<file path="config.mk">
export PLATFORM = sky130hd
export DESIGN_NAME = disp_frame_analyzer
export DESIGN_NICKNAME = d
export VERILOG_FILES = /design/src/rtl/disp_pkg.sv /design/src/rtl/crc16_par.sv /design/src/rtl/disp_frame_analyzer.sv
export SDC_FILE = /design/constraint.sdc
export NUM_CORES = 1
export LEC_CHECK = 0
export CAP_MARGIN = 20
export CORE_UTILIZATION = 45
export CTS_CLUSTER_DIAMETER = 200
export CTS_CLUSTER_SIZE = 12
export DETAILED_ROUTE_END_ITERATION = 7
export DONT_BUFFER_PORTS = 1
export PLACE_DENSITY_LB_ADDON = 0.25
export SLEW_MARGIN = 20
export SYNTH_ARGS = -nofsm -noshare
export SYNTH_HDL_FRONTEND = slang
export SYNTH_HIERARCHICAL = 1
export SYNTH_SLANG_ARGS = --single-unit
</file>
<file path="constraint.sdc">
create_clock -name clk -period 2.7 [get_ports clk]
set_clock_uncertainty 0.1 [all_clocks]
set_input_delay 0.675 -clock clk [delete_from_list [all_inputs] [get_ports clk]]
set_output_delay 0.675 -clock clk [all_outputs]
set_load 0.03 [all_outputs]
</file>
<file path="src/rtl/disp_pkg.sv">
// Shared constants and types for the display-stream capture and analysis blocks.
package disp_pkg;
    localparam logic [15:0] CRC16_POLY = 16'h1021;
    localparam logic [15:0] CRC16_INIT = 16'hFFFF;

    localparam int ERR_HRES  = 0;
    localparam int ERR_VRES  = 1;
    localparam int ERR_LINE  = 2;
    localparam int ERR_DE_VS = 3;

    typedef enum logic {
        ST_SEEK    = 1'b0,
        ST_MEASURE = 1'b1
    } state_e;
endpackage

</file>
<file path="src/rtl/crc16_par.sv">
// Combinational CRC-16-CCITT update over a W-bit word, MSB first, no reflection.
module crc16_par
    import disp_pkg::*;
#(
    parameter int W = 15
) (
    input  logic [15:0]  crc_in,
    input  logic [W-1:0] data,
    output logic [15:0]  crc_out
);

    function automatic logic [15:0] crc_step(input logic [15:0] c_in, input logic [W-1:0] d);
        logic [15:0] c;
        c = c_in;
        for (int i = W - 1; i >= 0; i--) begin
            if (c[15] ^ d[i]) c = {c[14:0], 1'b0} ^ CRC16_POLY;
            else              c = {c[14:0], 1'b0};
        end
        return c;
    endfunction

    assign crc_out = crc_step(crc_in, data);

endmodule

</file>
<file path="src/rtl/disp_frame_analyzer.sv">
// Display-stream monitor: measures frame/line timing and a per-frame CRC of active
// pixels, reporting one result set per complete frame.
module disp_frame_analyzer
    import disp_pkg::*;
#(
    parameter int BPC      = 5,
    parameter int CORDW    = 16,
    parameter int EXP_H    = 640,
    parameter int EXP_V    = 480,
    parameter bit SYNC_POL = 1'b0
) (
    input  logic             clk,
    input  logic             rst_n,
    input  logic             disp_hsync,
    input  logic             disp_vsync,
    input  logic             disp_de,
    input  logic             disp_frame,
    input  logic [BPC-1:0]   disp_r,
    input  logic [BPC-1:0]   disp_g,
    input  logic [BPC-1:0]   disp_b,
    // meas_valid is a one-cycle strobe with no back-pressure; meas_* hold until the next strobe.
    output logic             meas_valid,
    output logic [CORDW-1:0] meas_hres,
    output logic [CORDW-1:0] meas_vres,
    output logic [CORDW-1:0] meas_htotal,
    output logic [CORDW-1:0] meas_hsw,
    output logic [15:0]      meas_crc,
    output logic [3:0]       meas_err,
    output logic [15:0]      frame_cnt,
    output state_e           dbg_state
);

    localparam int               PIXW    = 3 * BPC;
    localparam logic [CORDW-1:0] CNT_MAX = '1;
    localparam logic [CORDW-1:0] CNT_ONE = CORDW'(1);
    localparam logic [CORDW-1:0] EXP_H_C = CORDW'(EXP_H);
    localparam logic [CORDW-1:0] EXP_V_C = CORDW'(EXP_V);

    function automatic logic [CORDW-1:0] sat_inc(input logic [CORDW-1:0] v);
        return (v == CNT_MAX) ? v : v + CNT_ONE;
    endfunction

    state_e state_q, state_d;
    logic   commit;

    always_ff @(posedge clk or negedge rst_n) begin
        if (!rst_n) state_q <= ST_SEEK;
        else        state_q <= state_d;
    end

    always_comb begin
        state_d = state_q;
        commit  = 1'b0;
        case (state_q)
            ST_SEEK:    if (disp_frame) state_d = ST_MEASURE;
            ST_MEASURE: commit = disp_frame;
            default:    state_d = ST_SEEK;
        endcase
    end

    assign dbg_state = state_q;

    logic             hs_act, vs_act, hs_q, de_q;
    logic             hs_lead, hs_trail, lead_seen;
    logic [CORDW-1:0] hcyc, hsw_cnt, htotal_r, hsw_r;
    logic [CORDW-1:0] pix_cnt, line_cnt, hres_r;
    logic             hres_set, line_err, vs_err;
    logic [15:0]      crc_r, crc_seed, crc_nxt;
    logic [CORDW-1:0] fin_lines, fin_hres;
    logic             fin_line_err;
    logic [3:0]       fin_err;

    assign hs_act   = (disp_hsync == SYNC_POL);
    assign vs_act   = (disp_vsync == SYNC_POL);
    assign hs_lead  = hs_act & ~hs_q;
    assign hs_trail = ~hs_act & hs_q;

    // A frame boundary restarts the CRC from the seed so a de=1 pixel on that cycle lands in the new frame.
    assign crc_seed = disp_frame ? CRC16_INIT : crc_r;

    crc16_par #(.W(PIXW)) u_crc (
        .crc_in  (crc_seed),
        .data    ({disp_r, disp_g, disp_b}),
        .crc_out (crc_nxt)
    );

    // Values after closing any line still open (de_q=1); used on falling edges and at commit.
    assign fin_lines    = de_q ? sat_inc(line_cnt) : line_cnt;
    assign fin_hres     = (de_q && !hres_set) ? pix_cnt : hres_r;
    assign fin_line_err = line_err | (de_q & hres_set & (pix_cnt != hres_r));

    always_comb begin
        fin_err            = '0;
        fin_err[ERR_HRES]  = (fin_hres != EXP_H_C);
        fin_err[ERR_VRES]  = (fin_lines != EXP_V_C);
        fin_err[ERR_LINE]  = fin_line_err;
        fin_err[ERR_DE_VS] = vs_err;
    end

    always_ff @(posedge clk or negedge rst_n) begin
        if (!rst_n) begin
            hs_q      <= 1'b0;
            lead_seen <= 1'b0;
            hcyc      <= '0;
            hsw_cnt   <= '0;
            htotal_r  <= '0;
            hsw_r     <= '0;
        end else begin
            hs_q <= hs_act;
            if (hs_lead) begin
                hcyc      <= CNT_ONE;
                lead_seen <= 1'b1;
                if (lead_seen) htotal_r <= hcyc;
            end else begin
                hcyc <= sat_inc(hcyc);
            end
            if (hs_act)   hsw_cnt <= hs_lead ? CNT_ONE : sat_inc(hsw_cnt);
            if (hs_trail) hsw_r   <= hsw_cnt;
        end
    end

    always_ff @(posedge clk or negedge rst_n) begin
        if (!rst_n) begin
            de_q        <= 1'b0;
            pix_cnt     <= '0;
            line_cnt    <= '0;
            hres_r      <= '0;
            hres_set    <= 1'b0;
            line_err    <= 1'b0;
            vs_err      <= 1'b0;
            crc_r       <= CRC16_INIT;
            meas_valid  <= 1'b0;
            meas_hres   <= '0;
            meas_vres   <= '0;
            meas_htotal <= '0;
            meas_hsw    <= '0;
            meas_crc    <= '0;
            meas_err    <= '0;
            frame_cnt   <= '0;
        end else begin
            de_q       <= disp_de;
            meas_valid <= 1'b0;
            if (disp_frame) begin
                if (commit) begin
                    meas_valid  <= 1'b1;
                    meas_hres   <= fin_hres;
                    meas_vres   <= fin_lines;
                    meas_htotal <= htotal_r;
                    meas_hsw    <= hsw_r;
                    meas_crc    <= crc_r;
                    meas_err    <= fin_err;
                    frame_cnt   <= frame_cnt + 16'd1;
                end
                pix_cnt  <= disp_de ? CNT_ONE : '0;
                line_cnt <= '0;
                hres_r   <= '0;
                hres_set <= 1'b0;
                line_err <= 1'b0;
                vs_err   <= disp_de & vs_act;
                crc_r    <= disp_de ? crc_nxt : CRC16_INIT;
            end else if (state_q == ST_MEASURE) begin
                if (disp_de) begin
                    pix_cnt <= sat_inc(pix_cnt);
                    crc_r   <= crc_nxt;
                end else if (de_q) begin
                    line_cnt <= fin_lines;
                    hres_r   <= fin_hres;
                    hres_set <= 1'b1;
                    line_err <= fin_line_err;
                    pix_cnt  <= '0;
                end
                vs_err <= vs_err | (disp_de & vs_act);
            end
        end
    end

endmodule
</file>
== Yosys cells after proc, flatten, opt, wreduce, memory -nomap -nowiden ==
Index checks and enable logic that the tools add are counted.
Operators by class
  $add $sub $neg: 5
  multipliers: 0
  divide/modulo/power cells: 0
  order comparisons: 0
  equality and inequality tests: 11
  shift-type cells: 0
  muxes and demuxes: 56
  bitwise operators: 40
  reductions and logical operators: 12
Operators with widths (count)
  two-way mux 16 bit: 25
  two-way mux 13 bit: 15
  adder 16 x 1 -> 16 bit, second input constant: 5
  == test 16 bit, second input constant: 4
  NOT 3 bit: 15
  two-way mux 1 bit: 16
  inequality test 16 x 10 -> 1 bit, second input constant: 1
  inequality test 16 bit: 1
  inequality test 16 x 9 -> 1 bit, second input constant: 1
  XOR 1 bit: 15
  AND reduction 2 bit: 4
  AND reduction 3 bit: 2
  nonzero test 2 bit: 3
  AND 1 bit: 5
  inequality test 2 bit, second input constant: 2
  inequality test 3 bit, second input constant: 1
  NOT 1 bit: 3
  nonzero test 3 bit: 1
  inequality test 2 x 1 -> 1 bit, second input constant: 1
  bitwise OR 1 bit: 2
  logical AND 1 bit: 1
  logical NOT 1 bit: 1
Word-level totals
  register bits after elaboration: 236
  latch bits: 0
  memory bits (writable): 0
  bits in read-only memories: 0
  output and inout port bits: 102
  word-level logic and storage cells: 147
  memories kept: 0

== Depth between registers and ports, before layout ==
Gate-level depths: netlist of the first run.
  depth after elaboration: 34
  gate-level depth with buffers: 8
  mapped depth without buffers: 7

== Cells and area by module ==
The synthesis of the first run kept the hierarchy.
Modules (own cells, without submodules)
  disp_frame_analyzer: times used 1, cells an instance 1044, area an instance 10590.2 um2
  crc16_par: times used 1, cells an instance 46, area an instance 670.6 um2

== Least setup slack after synthesis of the first run ==
OpenSTA, ideal clock, no wires.
  kind: input-to-reg
  start point: in disp_frame
  end point: reg crc_r[5]
  library setup time: 0.080 ns
  arrival: 2.615 ns
  data required time: 2.520 ns
  path slack: -0.095 ns
  stages on the path: 7
  path buffers: 2
  cells stage by stage: clkbuf_1 clkbuf_1 or2_2 xnor2_2 xnor3_2 xor3_1 o22a_1
RTL lines
  from (decl): line disp_frame_analyzer.sv:17  | input logic disp_frame,
  two-way mux 16 bit *: line disp_frame_analyzer.sv:79  | assign crc_seed = disp_frame ? CRC16_INIT : crc_r;
  named net crc_seed[14]: line disp_frame_analyzer.sv:68  | logic [15:0] crc_r, crc_seed, crc_nxt;
  XOR 1 bit *: line crc16_par.sv:16  | if (c[15] ^ d[i]) c = {c[14:0], 1'b0} ^ CRC16_POLY;
  two-way mux 13 bit *: line crc16_par.sv:16
  XOR 1 bit *: line crc16_par.sv:16
  two-way mux 13 bit *: line crc16_par.sv:16
  XOR 1 bit *: line crc16_par.sv:16
  two-way mux 13 bit * (5 in a row): line crc16_par.sv:16
  NOT 3 bit (no source line)
  two-way mux 13 bit *: line crc16_par.sv:16
  named net crc_nxt[5]: line disp_frame_analyzer.sv:68
  two-way mux 16 bit: line disp_frame_analyzer.sv:162  | if (disp_de) begin
  two-way mux 16 bit: line disp_frame_analyzer.sv:161  | end else if (state_q == ST_MEASURE) begin
  two-way mux 16 bit *: line disp_frame_analyzer.sv:143  | if (disp_frame) begin
  to (signal assigned): line disp_frame_analyzer.sv:160  | crc_r <= disp_de ? crc_nxt : CRC16_INIT;
  to (signal assigned): line disp_frame_analyzer.sv:164  | crc_r <= crc_nxt;
  to (decl): line disp_frame_analyzer.sv:68
Mark *: on every way through the listed nets, which the timed path passes. The rest lies on a longest branch. The select of a mux whose other input is x is not followed.
A chain may end at the register's enable or synchronous reset.

== Worst setup path after layout of the first run ==
  start point: reg line_cnt[1]
  end point: reg meas_err[1]
On the way
  longest elaborated chain between the ends: 4
RTL lines
  from (decl): line disp_frame_analyzer.sv:66  | logic [CORDW-1:0] pix_cnt, line_cnt, hres_r;
  from (signal assigned): line disp_frame_analyzer.sv:166  | line_cnt <= fin_lines;
  adder 16 x 1 -> 16 bit or == test 16 bit (tied branches): line disp_frame_analyzer.sv:40  | return (v == CNT_MAX) ? v : v + CNT_ONE;
  two-way mux 16 bit: line disp_frame_analyzer.sv:40
  two-way mux 16 bit *: line disp_frame_analyzer.sv:88  | assign fin_lines = de_q ? sat_inc(line_cnt) : line_cnt;
  inequality test 16 x 9 -> 1 bit *: line disp_frame_analyzer.sv:95  | fin_err[ERR_VRES] = (fin_lines != EXP_V_C);
  to (signal assigned): line disp_frame_analyzer.sv:151  | meas_err <= fin_err;
  to (decl): line disp_frame_analyzer.sv:28  | output logic [3:0] meas_err,
Every way passes the cells marked *; elsewhere a longest branch is shown, timed or not.

==> flow_metrics.tcl, run 1 <==
set metrics [dict create \
    status "complete, but fails checks" \
    violations "negative hold slack" \
    endpoint_kind "register" \
    setup_ws_ps 87.4 \
    grt_util_met1 0.262 \
    synth-xor-area-share 0.121 \
    ys_seq_area_frac 0.526 \
    slew_headroom 0.537 \
    vdd_drop_max_v 0.000481 \
    syn-num-nets 1116 \
    arrival_ps 2910 \
    htree_levels 1 \
    start_kind "register" \
    multi_input_area_mm2 0.00505 \
    clock-sinks 236 \
    finalCriticalPeriod_ps 2610 \
    fmax_mhz 383 \
    grt_start_max_net_pins 237 \
    drive_above_1_share 0.139 \
    core-area_mm2 0.0245 \
    synth_top_family_by_area "simple AND/OR/NAND/NOR gates" \
    final-hold-violation-count 220 \
    drc 0 \
    wl_per_cell_um 16.9 \
    port_buffers 0 \
    grt_first_pass_wirelength_um 40400 \
    ff_latch_area_mm2 0.00593 \
    drv_slew 0 \
    ys_ff_latch 236 \
    grt-ovfl-total 0 \
    diodes 0 \
    insertion_delay_ps 510 \
    synth_compound_area_frac 0.0744 \
    syn_to_final_growth_pct 9.50 \
    critPathRequiredTime_ps 2990 \
    ys_warn_count 6 \
    p_per_area_mw_per_mm2 762 \
    synthMuxAreaShare 0.0510 \
    drtPass1Iterations 5 \
    drv_cap 0 \
    r2r_start "line_cnt[1]$_DFFE_PN0P_" \
    dieArea_mm2 0.0257 \
    fin_nets 1117 \
    synth_edf_count 0 \
    yosysTopAreaCellShare 0.489 \
    rsz0062_at_grt "no" \
    ff2ff_path_depth 7 \
    cts_buffers 23 \
    synth_cells 1090 \
    yosys.area_share.simple 0.194 \
    setup_viol 0 \
    fp-row-count 57 \
    path_clk_slew_ps 60 \
    rr_endpoint "meas_err[1]$_DFFE_PN0P_" \
    drt-total-wl_um 24000 \
    clockRootBuffer "clkbuf_16" \
    dpl_worst_slack_ps -44.5 \
    synth_ff_type "dfrtp_1" \
    hpwl_um 15700 \
    fin_area_mm2 0.0123 \
    track_usage 0.193 \
    syn_area_per_cell_um2 10.3 \
    initial_core_util 0.460 \
    reg2reg_slack_ps 90 \
    grtUsageMet2 0.317 \
    synth_fa_ha_area_frac 0.00556 \
    final_antenna_net_count 0 \
    place_area_mm2 0.0117 \
    dp.cells 1389 \
    die_w_um 160 \
    synthesis.area_mm2 0.0113 \
    tightest_slew_ps 688 \
    drt-initial-drc-count 617 \
    crit_type "register to register" \
    gp_congestion 0.901 \
    num_vias 7600 \
    hold_path.class "input pin to async pin" \
    grt_pass1_vias 7676 \
    fin_hold_ws_ps -237 \
    async_reset_ff_frac 1.00 \
    use_met3 0.0358 \
    final_util 0.504 \
    die_h_um 160 \
    cts_tree "yes" \
    netlist_top_cells_area "dfrtp_1 49%, nand2_1 8.0%, xor2_1 4.3%" \
    clock_path_buffers 3 \
    period_share 0.968 \
    yosysUniqueCellTypes 66 \
    viasPerCell 5.34 \
    finalNonFillerCells 1423 \
    antenna_found_initial 0 \
    ios 123 \
    grt-busiest-layer "met2" \
    path_max_fanout 4 \
    nFillCells 2203 \
    p_leak_uw 0.00586 \
    synth_top_area_cell "dfrtp_1" \
]
report_power, final:
part	internal, uW	switching [uW]	leakage, uW
Combinational	1080	745	0.00243
Clock	1640	1290	0.000308
Sequential	3980	656	0.00312
cell usage after synthesis, types with 4 or more instances:
master    number
nand2_1      241
dfrtp_1      220
nor2_1        78
xor2_1        55
xnor2_1       49
clkbuf_1      47
o21ai_0       46
mux2_2        34
nand3_1       33
a22o_1        20
or2_2         20
mux2i_1       18
a21oi_1       17
and3_1        17
nand4_1       17
dfstp_2       16
nor4_1        16
o22a_1        16
nor3_1        15
xnor3_1        9
inv_1          8
and2_1         7
and4_1         6
buf_6          6
a31oi_1        5
ha_1           5
nand2b_1       5
xnor2_2        5
o21a_1         4
cells in the final DEF, fill, tap and decap left out, types with 6 or more instances in the layout:
master | netlist | routed
and4_1 | 6 | 6
xnor3_1 | 9 | 9
xor2_1 | 55 | 55
nor2_1 | 78 | 77
nor3_1 | 15 | 15
and2_1 | 7 | 7
buf_4 | 0 | 34
nand4_1 | 17 | 17
o22a_1 | 16 | 16
dfstp_2 | 16 | 16
nor4_1 | 16 | 15
a22o_1 | 20 | 20
a21oi_1 | 17 | 17
clkbuf_1 | 47 | 9
mux2i_1 | 18 | 18
mux2_2 | 34 | 34
nand2_1 | 241 | 240
inv_1 | 8 | 8
o21ai_0 | 46 | 46
and3_1 | 17 | 17
or2_2 | 20 | 20
nand3_1 | 33 | 33
dfrtp_1 | 220 | 220
xnor2_1 | 49 | 49
clkbuf_16 | 0 | 23
through the flow:
stage / hold slack [ps] / setup TNS [ps] / total power, uW
4_1_cts: -261 / 0 / 9530
3_5_place_dp: 284 / -44.5 / 6530
5_1_grt: -267 / 0 / 9870
6_report: -237 / 0 / 9390
2_1_floorplan: 279 / 0 / 6180
3_3_place_gp: 284 / -4.86 / 6490
logic make-up after synthesis:
logic type / after synthesis
buffers and inverters: 68
xor gates and xnor gates: 125
adders and majority gates: 5
muxes: 53
DFF: 236
AOI/OAI and AO/OA: 127
and+or+nand+nor: 476
final cells by class:
class,count,share of cell area
Multi-Input combinational cell,786,0.410
Tap cell,324,0.0329
Sequential cell,236,0.481
Clock inverter,1,0.00244
Clock buffer,32,0.0494
Timing Repair Buffer,35,0.0223
Inverter,9,0.00274
how the worst max path moves through the flow:
stage | from | end | cells after the start
finish | line_cnt[1]$_DFFE_PN0P_ | meas_err[1]$_DFFE_PN0P_ | 7
global route | line_cnt[1]$_DFFE_PN0P_ | meas_err[1]$_DFFE_PN0P_ | 7
CTS | line_cnt[0]$_DFFE_PN0P_ | meas_err[1]$_DFFE_PN0P_ | 7
detailed placement | line_cnt[1]$_DFFE_PN0P_ | meas_err[1]$_DFFE_PN0P_ | 7
global placement | line_cnt[0]$_DFFE_PN0P_ | meas_err[1]$_DFFE_PN0P_ | 7
floorplan | line_cnt[0]$_DFFE_PN0P_ | meas_err[1]$_DFFE_PN0P_ | 7
worst max-delay path, stage by stage (launching register included):
cell     delay, ps
dfrtp_1        390
ha_4           160
nand4_1        140
nor4_2         300
mux2i_1        250
or3b_1         360
or4_1          500
o32a_1         290
repair_timing:
| item | in CTS | in global routing |
|---|---|---|
| pin swaps | 1 | 4 |
| endpoints found under the setup margin | 1 | 1 |
| hold endpoints to repair | 236 | 236 |
| resized for setup | 1 | 2 |
| setup buffers | 0 | 1 |
| gates cloned | 0 | 0 |
routing by layer:
layer,vias up,share of wire
met3,37,0.049
met1,3704,0.46
li1,3688,-
met4,0,0.020
met5,-,0
met2,171,0.47
(Power assumes the default switching activity.)
==> inputs of run 2 (changes only) <==
clock period = 3.2 ns   (was 2.7 ns; I/O delays follow)
==> flow_metrics.tcl, run 2 (same netlist as run 1, synthesis figures left out) <==
set metrics [dict create \
    clock_path_buffers 3 \
    grt_pass1_vias 7293 \
    cts_tree "yes" \
    post_cts.repair.setup_buffers 0 \
    vdd_drop_max_v 0.000381 \
    p_leak_uw 0.00576 \
    clock-sinks 236 \
    grt-ovfl-total 0 \
    grt_first_pass_wirelength_um 38400 \
    drt-initial-drc-count 412 \
    path_clk_slew_ps 60 \
    arrival_ps 3190 \
    status "complete, but fails checks" \
    gp_congestion 0.892 \
    path_max_fanout 6 \
    insertion_delay_ps 510 \
    drive_above_1_share 0.120 \
    start_kind "register" \
    final_antenna_net_count 0 \
    multi_input_area_mm2 0.00504 \
    diodes 0 \
    grtUsageMet2 0.290 \
    drv_cap 0 \
    cp_slowest_cell "or4_1" \
    critPathRequiredTime_ps 3490 \
    grt_start_max_net_pins 237 \
    fin_nets 1094 \
    endpoint_kind "register" \
    htree_levels 1 \
    layout_commonest_cell "nand2_1" \
    period_share 0.904 \
    drv_slew 0 \
    hpwl_um 15200 \
    die_h_um 160 \
    drc 0 \
    fp-row-count 57 \
    p_per_area_mw_per_mm2 655 \
    num_vias 7370 \
    place_area_mm2 0.0115 \
    core-area_mm2 0.0245 \
    hold_path.class "input pin to async pin" \
    most-common-layout-cells "240 x nand2_1, 220 x dfrtp_1, 77 x nor2_1" \
    viasPerCell 5.23 \
    port_buffers 0 \
    fmax_mhz 346 \
    finalSetupTns_ps 0 \
    ff_latch_area_mm2 0.00593 \
    grt_util_met1 0.255 \
    slew_headroom 0.508 \
    die_w_um 160 \
    tightest_slew_ps 738 \
    dieArea_mm2 0.0257 \
    track_usage 0.181 \
    cts_buffers 23 \
    clockRootBuffer "clkbuf_16" \
    syn_to_final_growth_pct 8.09 \
    fin_hold_ws_ps -117 \
    wl_per_cell_um 16.3 \
    fin_area_mm2 0.0122 \
    final-hold-violation-count 220 \
    crit_chain "ha_1 -> nand4_1 -> nor4_2 -> mux2i_1 -> or3b_1 -> or4_1 -> o32a_1" \
    nFillCells 2218 \
    cp_top_family "simple AND/OR/NAND/NOR gates" \
    crit_type "register to register" \
    ios 123 \
    drtPass1Iterations 4 \
    setup_viol 0 \
    use_met3 0.0332 \
    path_buf_inv 0 \
    max_stage_delay_ps 510 \
    violations "negative hold slack" \
    antenna_found_initial 0 \
    grt-busiest-layer "met2" \
    finalCriticalPeriod_ps 2890 \
    rsz0062_at_grt "no" \
    drt-total-wl_um 22900 \
    initial_core_util 0.460 \
]
-- run 2: changes by cell type in the layout (fill, tap and decap cells not counted), sizes merged --
cell and delta:
inv +1, buf -23, clkbuf +8
-- run 2: report_power, final --
part / internal (uW) / total, uW / switching, uW / leakage [uW]
Clock: 1430 / 2550 / 1120 / 0.000322
Sequential: 3350 / 3900 / 548 / 0.00312
Combinational: 906 / 1520 / 611 / 0.00231
-- run 2: cell type report --
cell class              count  share of cell area
well taps                 324              0.0333
flip-flops and latches    236               0.487
clock inverters             2             0.00319
repair buffers             12             0.00740
inverters                   9             0.00278
multi-input cells         786               0.414
clock buffers              40              0.0525
-- run 2: per-stage QoR --
stage	total power (uW)	util	hold WS, ps	cells	setup WS, ps
final	7970	0.498	-117	1409	306
after global routing	8340	0.498	-144	1409	124
after CTS	8080	0.497	-147	1409	235
after detailed placement	5490	0.470	347	1367	273
after global placement	5460	0.470	345	1367	318
after floorplan	5210	-	330	1090	280
-- run 2: timing repair --
| item | 4_1_cts | 5_1_grt |
|---|---|---|
| setup endpoints to repair | 0 | 1 |
| gates resized for setup | 0 | 1 |
| endpoints found under the hold margin | 220 | 220 |
-- run 2: path summary, 6_finish.rpt --
path | from | endpoint | slack (ps) | depth (start not counted)
hold / removal | rst_n | meas_hres[7]$_DFFE_PN0P_ | -120 | 0
min in group clk | disp_de | de_q$_DFF_PN0_ | 210 | 0
setup reg to reg | line_cnt[0]$_DFFE_PN0P_ | meas_err[1]$_DFFE_PN0P_ | 310 | 7
hold reg to reg | htotal_r[4]$_DFFE_PN0P_ | meas_htotal[4]$_DFFE_PN0P_ | 350 | 2
max in group asynchronous | rst_n | crc_r[11]$_DFFE_PN1P_ | 2760 | 0
setup / recovery | line_cnt[0]$_DFFE_PN0P_ | meas_err[1]$_DFFE_PN0P_ | 310 | 7
-- run 2: per-layer routing --
metal	wire, um	up-vias
li1	-	3627
met1	10800	3577
met2	10600	132
met3	1060	34
met4	472	0
met5	0	-
==> inputs of run 3 (changes only) <==
CTS_CLUSTER_SIZE = unset   (was 12)
==> flow_metrics.tcl, run 3 (same netlist as run 1, synthesis figures left out) <==
set metrics [dict create \
    p_per_area_mw_per_mm2 700 \
    ios 123 \
    drc 0 \
    grt_first_pass_wirelength_um 38700 \
    endpoint_kind "register" \
    layout_commonest_cell "nand2_1" \
    num_vias 7413 \
    grt_start_max_net_pins 237 \
    drt-initial-drc-count 456 \
    status "complete, but fails checks" \
    critPathRequiredTime_ps 3500 \
    grt-ovfl-total 0 \
    start_kind "register" \
    p_leak_uw 0.00591 \
    fin_area_mm2 0.0125 \
    setup_ws_ps 300 \
    final-hold-violation-count 220 \
    drv_cap 0 \
    diodes 0 \
    multi_input_area_mm2 0.00504 \
    dpl_worst_slack_ps 273 \
    post_cts.repair.setup_buffers 0 \
    drtPass1Iterations 4 \
    viasPerCell 5.24 \
    period_share 0.906 \
    hpwl_um 15200 \
    most-common-layout-cells "240 x nand2_1, 220 x dfrtp_1, 77 x nor2_1" \
    place_area_mm2 0.0115 \
    crit_type "register to register" \
    drv_slew 0 \
    fin_nets 1097 \
    finalSetupTns_ps 0 \
    clock_path_buffers 3 \
    die_w_um 160 \
    ff2ff_path_depth 7 \
    clock-sinks 236 \
    hold_path.class "input pin to async pin" \
    drive_above_1_share 0.136 \
    cts_tree "yes" \
    finalCriticalPeriod_ps 2900 \
    tightest_slew_ps 732 \
    gp_congestion 0.892 \
    grt_pass1_vias 7358 \
    initial_core_util 0.460 \
    rsz0062_at_grt "no" \
    fmax_mhz 345 \
    syn_to_final_growth_pct 10.6 \
    violations "negative hold slack" \
    r2r_start "line_cnt[0]$_DFFE_PN0P_" \
    path_max_fanout 6 \
    ff_latch_area_mm2 0.00593 \
    slew_headroom 0.512 \
    fin_hold_ws_ps -126 \
    clockRootBuffer "clkbuf_16" \
    reg2reg_slack_ps 300 \
    cts_buffers 26 \
    rr_endpoint "meas_err[1]$_DFFE_PN0P_" \
    fp-row-count 57 \
    track_usage 0.182 \
    final_antenna_net_count 0 \
    drt-total-wl_um 23000 \
    htree_levels 1 \
    arrival_ps 3200 \
    insertion_delay_ps 520 \
    core-area_mm2 0.0245 \
    port_buffers 0 \
    antenna_found_initial 0 \
    setup_viol 0 \
    die_h_um 160 \
    wl_per_cell_um 16.3 \
    nFillCells 2198 \
    path_clk_slew_ps 60 \
    vdd_drop_max_v 0.000324 \
    dieArea_mm2 0.0257 \
]
run 3: cell types whose count changed in the layout (fill, tap and decap cells not counted):
cell	before	now
bufinv_16	1	5
clkbuf_1	17	5
clkbuf_16	23	27
clkbuf_8	0	7
clkinv_2	0	4
inv_6	1	0
run 3: routing by layer:
metal,share of wire,GRT usage,wire length (um),vias to the layer above
met4,0.018,0.0481,412,0
met3,0.047,0.0330,1080,34
met5,0,0,0,-
li1,-,-,-,3654
met2,0.46,0.288,10600,133
met1,0.48,0.258,11000,3592
run 3: repair_timing:
action,in CTS,in global routing
resized for setup,0,1
setup endpoints to repair,0,1
endpoints found under the hold margin,220,220
run 3: critical path, stage by stage, from the launching register on:
cell     delay (ps)
dfrtp_1         440
ha_1            250
nand4_1         190
nor4_2          290
mux2i_1         290
or3b_1          370
or4_1           500
o32a_1          350
run 3: how the worst max path moves through the flow:
stage	depth (start not counted)	from	endpoint	slack, ps
final	7	line_cnt[0]$_DFFE_PN0P_	meas_err[1]$_DFFE_PN0P_	300
after global routing	7	line_cnt[0]$_DFFE_PN0P_	meas_err[1]$_DFFE_PN0P_	110
after CTS	7	line_cnt[0]$_DFFE_PN0P_	meas_err[1]$_DFFE_PN0P_	220
after detailed placement	7	line_cnt[0]$_DFFE_PN0P_	meas_err[1]$_DFFE_PN0P_	270
after global placement	7	line_cnt[0]$_DFFE_PN0P_	meas_err[1]$_DFFE_PN0P_	320
after floorplan	7	disp_frame	crc_r[5]$_DFFE_PN1P_	280
run 3: power by group:
part / switching (uW) / internal (uW)
clock: 1190 / 2100
combinational: 617 / 906
sequential: 549 / 3360
run 3: final cells by class:
type	instances	share of cell area
clock buffers	39	0.0635
clock inverters	9	0.0137
inverters	9	0.00271
multi-input cells	786	0.405
flip-flops and latches	236	0.476
well taps	324	0.0325
repair buffers	12	0.00723
run 3: per-stage QoR:
stage | utilization | total power (uW) | instances
floorplan | - | 5210 | 1090
global placement | 0.470 | 5460 | 1367
detailed placement | 0.470 | 5490 | 1367
CTS | 0.509 | 8830 | 1415
global route | 0.509 | 9110 | 1415
finish | 0.509 | 8720 | 1415
